[src/rtl/pc_sequencer.sv]
`default_nettype none
// ============================================================================
// Module   : pc_sequencer
// Purpose  : Program counter owner; next-fetch selection, kernel tracking,
//            interrupt latching and trap entry (EPC capture, flush, ack).
// Options  : PC_ALIGN_CHECK_EN - misaligned JR target raises an ILLOP trap
//            instead of silently clearing JRaddr[1:0].
// Revision : 1.0 - initial release
// ============================================================================
module pc_sequencer #(
  parameter logic [31:0] RESET_PC  = 32'h8000_0000,
  parameter logic [31:0] ILLOP_VEC = 32'h8000_0004,
  parameter logic [31:0] XADR_VEC  = 32'h8000_0008
) (
  input  logic        clk,
  input  logic        reset,
  input  logic        stall,
  input  logic [2:0]  PCSrc,
  input  logic        BranchTaken,
  input  logic [31:0] ConBA,
  input  logic [25:0] JT,
  input  logic [31:0] JRaddr,
  input  logic        IRQ,
  output logic [31:0] PC,
  output logic [31:0] PCplus4,
  output logic        flush,
  output logic [31:0] EPC,
  output logic        IRQ_ack,
  output logic        kernel
);

  localparam logic [2:0] c_SRC_BRANCH = 3'd1;
  localparam logic [2:0] c_SRC_J      = 3'd2;
  localparam logic [2:0] c_SRC_JR     = 3'd3;
  localparam logic [2:0] c_SRC_ILLOP  = 3'd4;

  logic [31:0] r_pc;
  logic [31:0] r_epc;
  logic        r_irq_ack;
  logic        r_pending;
  logic        r_irq_q;

  logic [31:0] w_pcplus4;
  logic [31:0] w_jr_target;
  logic [31:0] w_next_pc;
  logic        w_illop;
  logic        w_trap;
  logic        w_take_irq;
  logic        w_flush;

  assign w_pcplus4 = r_pc + 32'd4;

`ifdef PC_ALIGN_CHECK_EN
  assign w_illop     = (PCSrc == c_SRC_ILLOP) ||
                       ((PCSrc == c_SRC_JR) && (JRaddr[1:0] != 2'b00));
  assign w_jr_target = {r_pc[31] & JRaddr[31], JRaddr[30:0]};
`else
  assign w_illop     = (PCSrc == c_SRC_ILLOP);
  assign w_jr_target = {r_pc[31] & JRaddr[31], JRaddr[30:0]} & ~32'd3;
`endif

  // Priority chain: stall, illegal op, interrupt (user mode only), then redirects.
  always_comb begin
    w_next_pc  = w_pcplus4;
    w_flush    = 1'b0;
    w_trap     = 1'b0;
    w_take_irq = 1'b0;
    if (stall) begin
      w_next_pc = r_pc;
    end else if (w_illop) begin
      w_next_pc = ILLOP_VEC;
      w_flush   = 1'b1;
      w_trap    = 1'b1;
    end else if (r_pending && !r_pc[31]) begin
      w_next_pc  = XADR_VEC;
      w_flush    = 1'b1;
      w_trap     = 1'b1;
      w_take_irq = 1'b1;
    end else begin
      case (PCSrc)
        c_SRC_BRANCH: begin
          if (BranchTaken) begin
            w_next_pc = {r_pc[31] & ConBA[31], ConBA[30:0]};
            w_flush   = 1'b1;
          end
        end
        c_SRC_J: begin
          w_next_pc = {r_pc[31], w_pcplus4[30:28], JT, 2'b00};
          w_flush   = 1'b1;
        end
        c_SRC_JR: begin
          w_next_pc = w_jr_target;
          w_flush   = 1'b1;
        end
        default: ;
      endcase
    end
  end

  always_ff @(posedge clk) begin
    if (reset) begin
      r_pc      <= RESET_PC;
      r_epc     <= 32'd0;
      r_irq_ack <= 1'b0;
      r_pending <= 1'b0;
      r_irq_q   <= 1'b0;
    end else begin
      r_irq_q   <= IRQ;
      // A fresh rising edge wins over the clear of the one being serviced.
      r_pending <= (r_pending & ~w_take_irq) | (IRQ & ~r_irq_q);
      r_irq_ack <= w_take_irq;
      r_pc      <= w_next_pc;
      if (w_trap) begin
        r_epc <= r_pc;
      end
    end
  end

  assign PC      = r_pc;
  assign PCplus4 = w_pcplus4;
  assign flush   = w_flush;
  assign EPC     = r_epc;
  assign IRQ_ack = r_irq_ack;
  assign kernel  = r_pc[31];

endmodule
`default_nettype wire

[config.mk]
export PLATFORM = sky130hd
export DESIGN_NAME = pc_sequencer
export DESIGN_NICKNAME = d
export VERILOG_FILES = /design/src/rtl/pc_sequencer.sv
export SDC_FILE = /design/constraint.sdc
export NUM_CORES = 1
export LEC_CHECK = 0
export ABC_CLOCK_PERIOD_IN_PS = 2700
export CAP_MARGIN = 20
export CORE_AREA = 2 2 99 101
export CTS_CLUSTER_DIAMETER = 100
export CTS_CLUSTER_SIZE = 14
export DETAILED_ROUTE_END_ITERATION = 12
export DIE_AREA = 0 0 101 103
export PLACE_DENSITY = 0.95
export SKIP_LAST_GASP = 1
export SLEW_MARGIN = 20
export SYNTH_ARGS = -nofsm -noshare
export SYNTH_HDL_FRONTEND = slang
export SYNTH_SLANG_ARGS = --single-unit
[constraint.sdc]
create_clock -name clk -period 2.7 [get_ports clk]
set_input_delay 0.27 -clock clk [delete_from_list [all_inputs] [get_ports clk]]
set_output_delay 0.27 -clock clk [all_outputs]
set_load 0.1 [all_outputs]
## After elaboration in Yosys (flattened, before gate mapping)

Cells that the tools add are included.

| word-level totals | value |
|---|---|
| word-level logic and storage cells | 38 |
| register bits | 67 |

| cells by class | value |
|---|---|
| multiplexer cells | 14 |
| $add $sub $neg | 1 |
| eq/ne operators | 5 |
| bitwise logic cells | 8 |
| reduce and logical (&&, ||, !) cells | 4 |

Operator list:

| cell | count |
|---|---|
| 32-bit 2-to-1 mux | 3 |
| 32-bit one-hot mux with 3 select lines | 1 |
| 32-bit by 3-bit adder with 32-bit output (second input constant) | 1 |
| 1-bit 2-to-1 mux | 9 |
| 3-bit by 2-bit == test with 1-bit output (second input constant) | 2 |
| 1-bit bitwise AND | 4 |
| 3-bit by 1-bit == test with 1-bit output (second input constant) | 1 |
| 3-bit == test (second input constant) | 1 |
| 3-bit inequality test (second input constant) | 1 |
| 1-bit NOT | 3 |
| 1-bit one-hot mux with 2 select lines | 1 |
| 2-bit AND reduction | 1 |
| 2-bit OR reduction | 1 |
| 1-bit logical AND | 1 |
| 1-bit zero test | 1 |
| 1-bit bitwise OR | 1 |

## Depth between registers and ports, before layout

| logic depth | value |
|---|---|
| depth in word-level cells | 8 |
| gate-level depth with buffers | 9 |
| depth with buffers taken out | 6 |

## Least setup slack after synthesis

No wires, ideal clock.

| timing | value |
|---|---|
| path type | register to output |
| start point | register r_pc[14] (netlist: PC[14]) |
| end point | output PCplus4[31] |
| slack | -1350 ps |
| required time | 2430 ps |
| arrival time | 3780 ps |
| stages on the path, launching flop included | 6 |
| cell sequence | dfxtp_1 buf_2 nand4_2 nor4_2 nand4_1 xnor2_1 |

| on the way | value |
|---|---|
| word-level cells in the longest chain between the ends | 1 |

RTL lines:

| item | RTL line | text |
|---|---|---|
| from (decl) | 37 | `logic [31:0] r_pc;` |
| from (signal assigned) | 112 | `r_pc <= w_next_pc;` |
| 32-bit by 3-bit adder with 32-bit output | 51 | `assign w_pcplus4 = r_pc + 32'd4;` |
| to (decl) | 25 | `output logic [31:0] PCplus4,` |

No other way between the ends.

## Worst setup path after layout

| timing | value |
|---|---|
| start point | register r_pc[4] (netlist: PC[4]) |
| end point | output PCplus4[27] |

The elaborated chain is that of the path after synthesis.

==> results.md <==
- For the pin with the worst max-slew slack, the measured transition is approximately 0.85 ns.
- Leaving out fill and tap cells, the most frequent cell in the layout is sky130_fd_sc_hd__nand2_1.
- Leaving out filler cells and counting taps, the final layout contains 832.
- The number of nets with antenna violations after routing is 0.
- The count of buffers from port buffering is 194.
- The number of DRC markers in iteration 0 is 620.
- The share of synthesized area in the top cell type comes to ~33%.
- The static leakage is 2.70 nW.
- The number of sinks on the clock net is 67.
- Summed over all instances, the cell type with the most area after synthesis is sky130_fd_sc_hd__dfxtp_1.
- The sequential fraction of the synthesis area is 32.6%.
- The clock tree skew after final layout is ~0.0095 ns.
- The number of cell instances on the worst register-to-register path is 5.
- The area growth from synthesis to layout is 66.5%.
- The clock period minus final worst setup slack is 2.71 ns.
- In this run the standard cell core region covers between 0.009 and 0.01 mm².
- The largest stage delay on the critical path is between 0.4 and 0.5 ns.
- The hold buffer count at CTS is 0.
- A synthesized cell averages 7.68 µm².
- The floorplan has 36 rows.
- Setup repair after global routing left no endpoint under its margin.
- The number of different library cells in the post-synthesis netlist is 64.
- Combinational logic is responsible for just under 30% of the overall power.
- The number of failing hold endpoints at the final stage is 0.
- The first detailed-routing pass took 6 iterations.
- In this run the clock root is driven by a sky130_fd_sc_hd__clkbuf_8.
- The synthesized netlist net count is 635.
- The internal power contribution is 1.86 mW.
- The instance area after placement is 0.00659 mm².
- The total length of routed wires is 16.8 mm.
- The net count of the finished layout is about 800.
- For this block, the via count after detailed routing is about 5,000.
- Setup violations remaining at the end of the flow were counted as 1.
- The post-route DRC violation count is 0.
- The count of boundary I/O pins is 197.
- The number of levels in the clock H-tree is 3.
- The sequential group share of total power is 37.2%.
- The top cell types in the final layout, fill and taps aside, are 105 x sky130_fd_sc_hd__nand2_1, 98 x sky130_fd_sc_hd__buf_4, 94 x sky130_fd_sc_hd__clkdlybuf4s50_1, 53 x sky130_fd_sc_hd__a21oi_1, 40 x sky130_fd_sc_hd__dfxtp_1.
- The path class of the tightest hold or removal check is in2reg.
- The largest net degree at the start of global routing is between 40 and 50.
- The die area is 0.0104 mm².
- Along the worst path, the maximum fanout reaches 8.
- The overall die width is between 100 and 150 µm.
- After global routing the overflow that remains totals 0.
- The number of diodes is 0.
- The count of pins over their slew limit is 0.
- The number of buffers created by CTS is 9.
- After detailed placement, the design holds a cell count of 816.
- Cells with a size suffix above 1 make up 31.5% of the layout.
- Power spread over the standard cell area amounts to 417 mW/mm².
- The congestion estimate from routability-driven global placement came to 0.984.
- STA puts the critical path data required time at 2.43 ns.
- The clock network accounts for 33.0% of the total power.
- The worst hold path stage count is 2.
- Data arrives at the worst endpoint at 2.44 ns.
- Measured against its own limit, the worst slew margin works out to 43.4%.
- The reported max-cap violation count is 0.
- The final period utilization is 100%.
- The minimum setup slack after placement is 0.225 ns.
- For this run, the number of Yosys warnings is 0.
- The number of global-route vias before repair is 4,887.
- The run finished, with violations left.
- The cell area after layout is 0.00686 mm².
- The clock tree buffer depth is 2.
- The wire length of the first global-routing pass is around 25 mm.
- STA classifies the critical path endpoint as a primary output.
- Clock latency on the worst-skew pair, taken at its later pin, is 0.37 ns.
- Derived from the worst setup path, the maximum achievable clock frequency is between 300 and 400 MHz.
- The number of synthesized flops with an enable pin is 0.
- In this run the post-CTS setup repair buffer count came out at 0.
- The CTS tree is yes.
- The clock-pin slew reported for the worst setup and hold paths after clock tree synthesis is 0.08 ns.
- The slowest stage of the critical path is the sky130_fd_sc_hd__nor4_2 cell.
- Across the VDD grid, the largest voltage drop is 0.000211 V.
- The flip-flop and latch count after synthesis is 67.
- The switching component of the power is between 1 and 1.5 mW.
- After synthesis, the share of flip-flops with an asynchronous set or reset is 0%.
- Dividing the detail-routed wire length by the instance count gives ~20 µm.
- The switching part of the total power is between 30% and 40%.
- The synthesized netlist cell count is 536.
- The initial antenna violation count came to 0.
- The total routing usage reported by global routing is 31.5%.
- The signal on the critical path passes through nand3_1 > nor4_2 > nand4_1 > xnor2_4 > buf_12.
- By startpoint and endpoint, the worst setup path is classified as reg2out.
- Once the floorplan was initialized, standard cells occupied 43.5% of the core.
- The HPWL reported at the end of detailed placement is 12.5 mm.
- The y dimension of the die is ~100 µm.
- Using the TritonRoute via totals, the vias-per-cell ratio works out to between 6 and 7.
- The checks that failed: negative setup slack.
- The slack of the worst reg-to-reg path is about 0.40 ns.
- The smallest setup slack after layout is -0.00819 ns.
- The launching element type of the critical path is a register.
- The primary flip-flop cell chosen by synthesis mapping is sky130_fd_sc_hd__dfxtp_1.
- The cell area after technology mapping is 0.00412 mm².
- By area the synthesized netlist is led by sky130_fd_sc_hd__dfxtp_1 33%, sky130_fd_sc_hd__nand2_1 9.7%, sky130_fd_sc_hd__a21oi_1 6.4%.
-- state kept, by name (all words and copies together) (netlist names) --
signal / cells
r_pending: 1
IRQ_ack: 1
r_irq_q: 1
PC: 32
EPC: 32
-- cells in the mapped netlist, drive strengths merged, types with 3 or more instances --
library cell  count
a21o              5
a21oi            53
a221oi            7
a222oi           12
a22o             11
a22oi             4
a32oi             3
and3              5
and4              4
buf              18
clkbuf           34
dfxtp            67
inv               9
mux2              9
mux2i            11
nand2           107
nand2b            5
nand3            15
nand4            12
nor2             23
nor2b             5
nor3             13
nor4             10
o21a              4
o21ai            29
or2               7
xnor2            13
xor2              8
-- power groups by stage --
| stage | Sequential, mW | Clock [mW] | Combinational [mW] |
|---|---|---|---|
| floorplan | 1.21 | 0 | 0.384 |
| global placement | 1.08 | 0 | 0.820 |
| detailed placement | 1.08 | 0 | 0.835 |
| CTS | 1.06 | 0.945 | 0.840 |
| global route | 1.07 | 0.989 | 0.879 |
| finish | 1.06 | 0.944 | 0.852 |
-- per-stage QoR --
stage	utilization, %	total power [mW]	hold slack [ns]	TNS, ns
finish	72.5	2.86	0.351	-0.00819
global route	72.5	2.94	0.361	0
global placement	69.6	1.90	0.441	0
floorplan	-	1.59	0.398	-0.0968
detailed placement	69.6	1.92	0.451	0
CTS	72.0	2.84	0.329	-0.0156
-- path summary, 6_finish.rpt --
| kind | start | end |
|---|---|---|
| worst max-delay path | PC[4] | PCplus4[27] |
| worst min-delay path | reset | PC[11] |
| worst max register to register | PC[31] | PC[24] |
| worst min register to register | EPC[2] | EPC[2] |
-- repair_timing --
| item | CTS | global route |
|---|---|---|
| resized for setup | 1 | 7 |
| pin swaps | 1 | 1 |
| cloned | 0 | 0 |
| setup endpoints to repair | 4 | 12 |
-- critical path: cells and delay by family (launching register included) --
| family | cells | cell delay [ns] |
|---|---|---|
| flops | 1 | 0.47 |
| simple gates | 3 | 1.14 |
| buf+inv | 1 | 0.19 |
| xor+xnor | 1 | 0.27 |
-- cell type report --
type,instances,area (µm²)
clock inverter,6,90.1
sequential,67,1400
multi-input combinational,408,2890
clock buffer,10,128
tap,114,143
inverter,9,33.8
fill,634,2600
timing repair buffer,218,2180
-- cell families after synthesis --
logic type	count (synthesis)	share of synthesized area [%]
buffers and inverters	61	6.26
xor gates and xnor gates	21	4.47
muxes	20	5.13
and+or+nand+nor	216	26.9
AOI/OAI and AO/OA	150	24.3
DFF	67	32.6
adders and majority gates	1	0.304
-- routing by layer --
metal / share of wire, % / global-route usage [%]
met1: 37 / 38.1
met2: 48 / 52.8
met3: 10 / 6.85
met4: 4.9 / 16.5
met5: 0 / 0
Power figures use the tool's default switching activity.
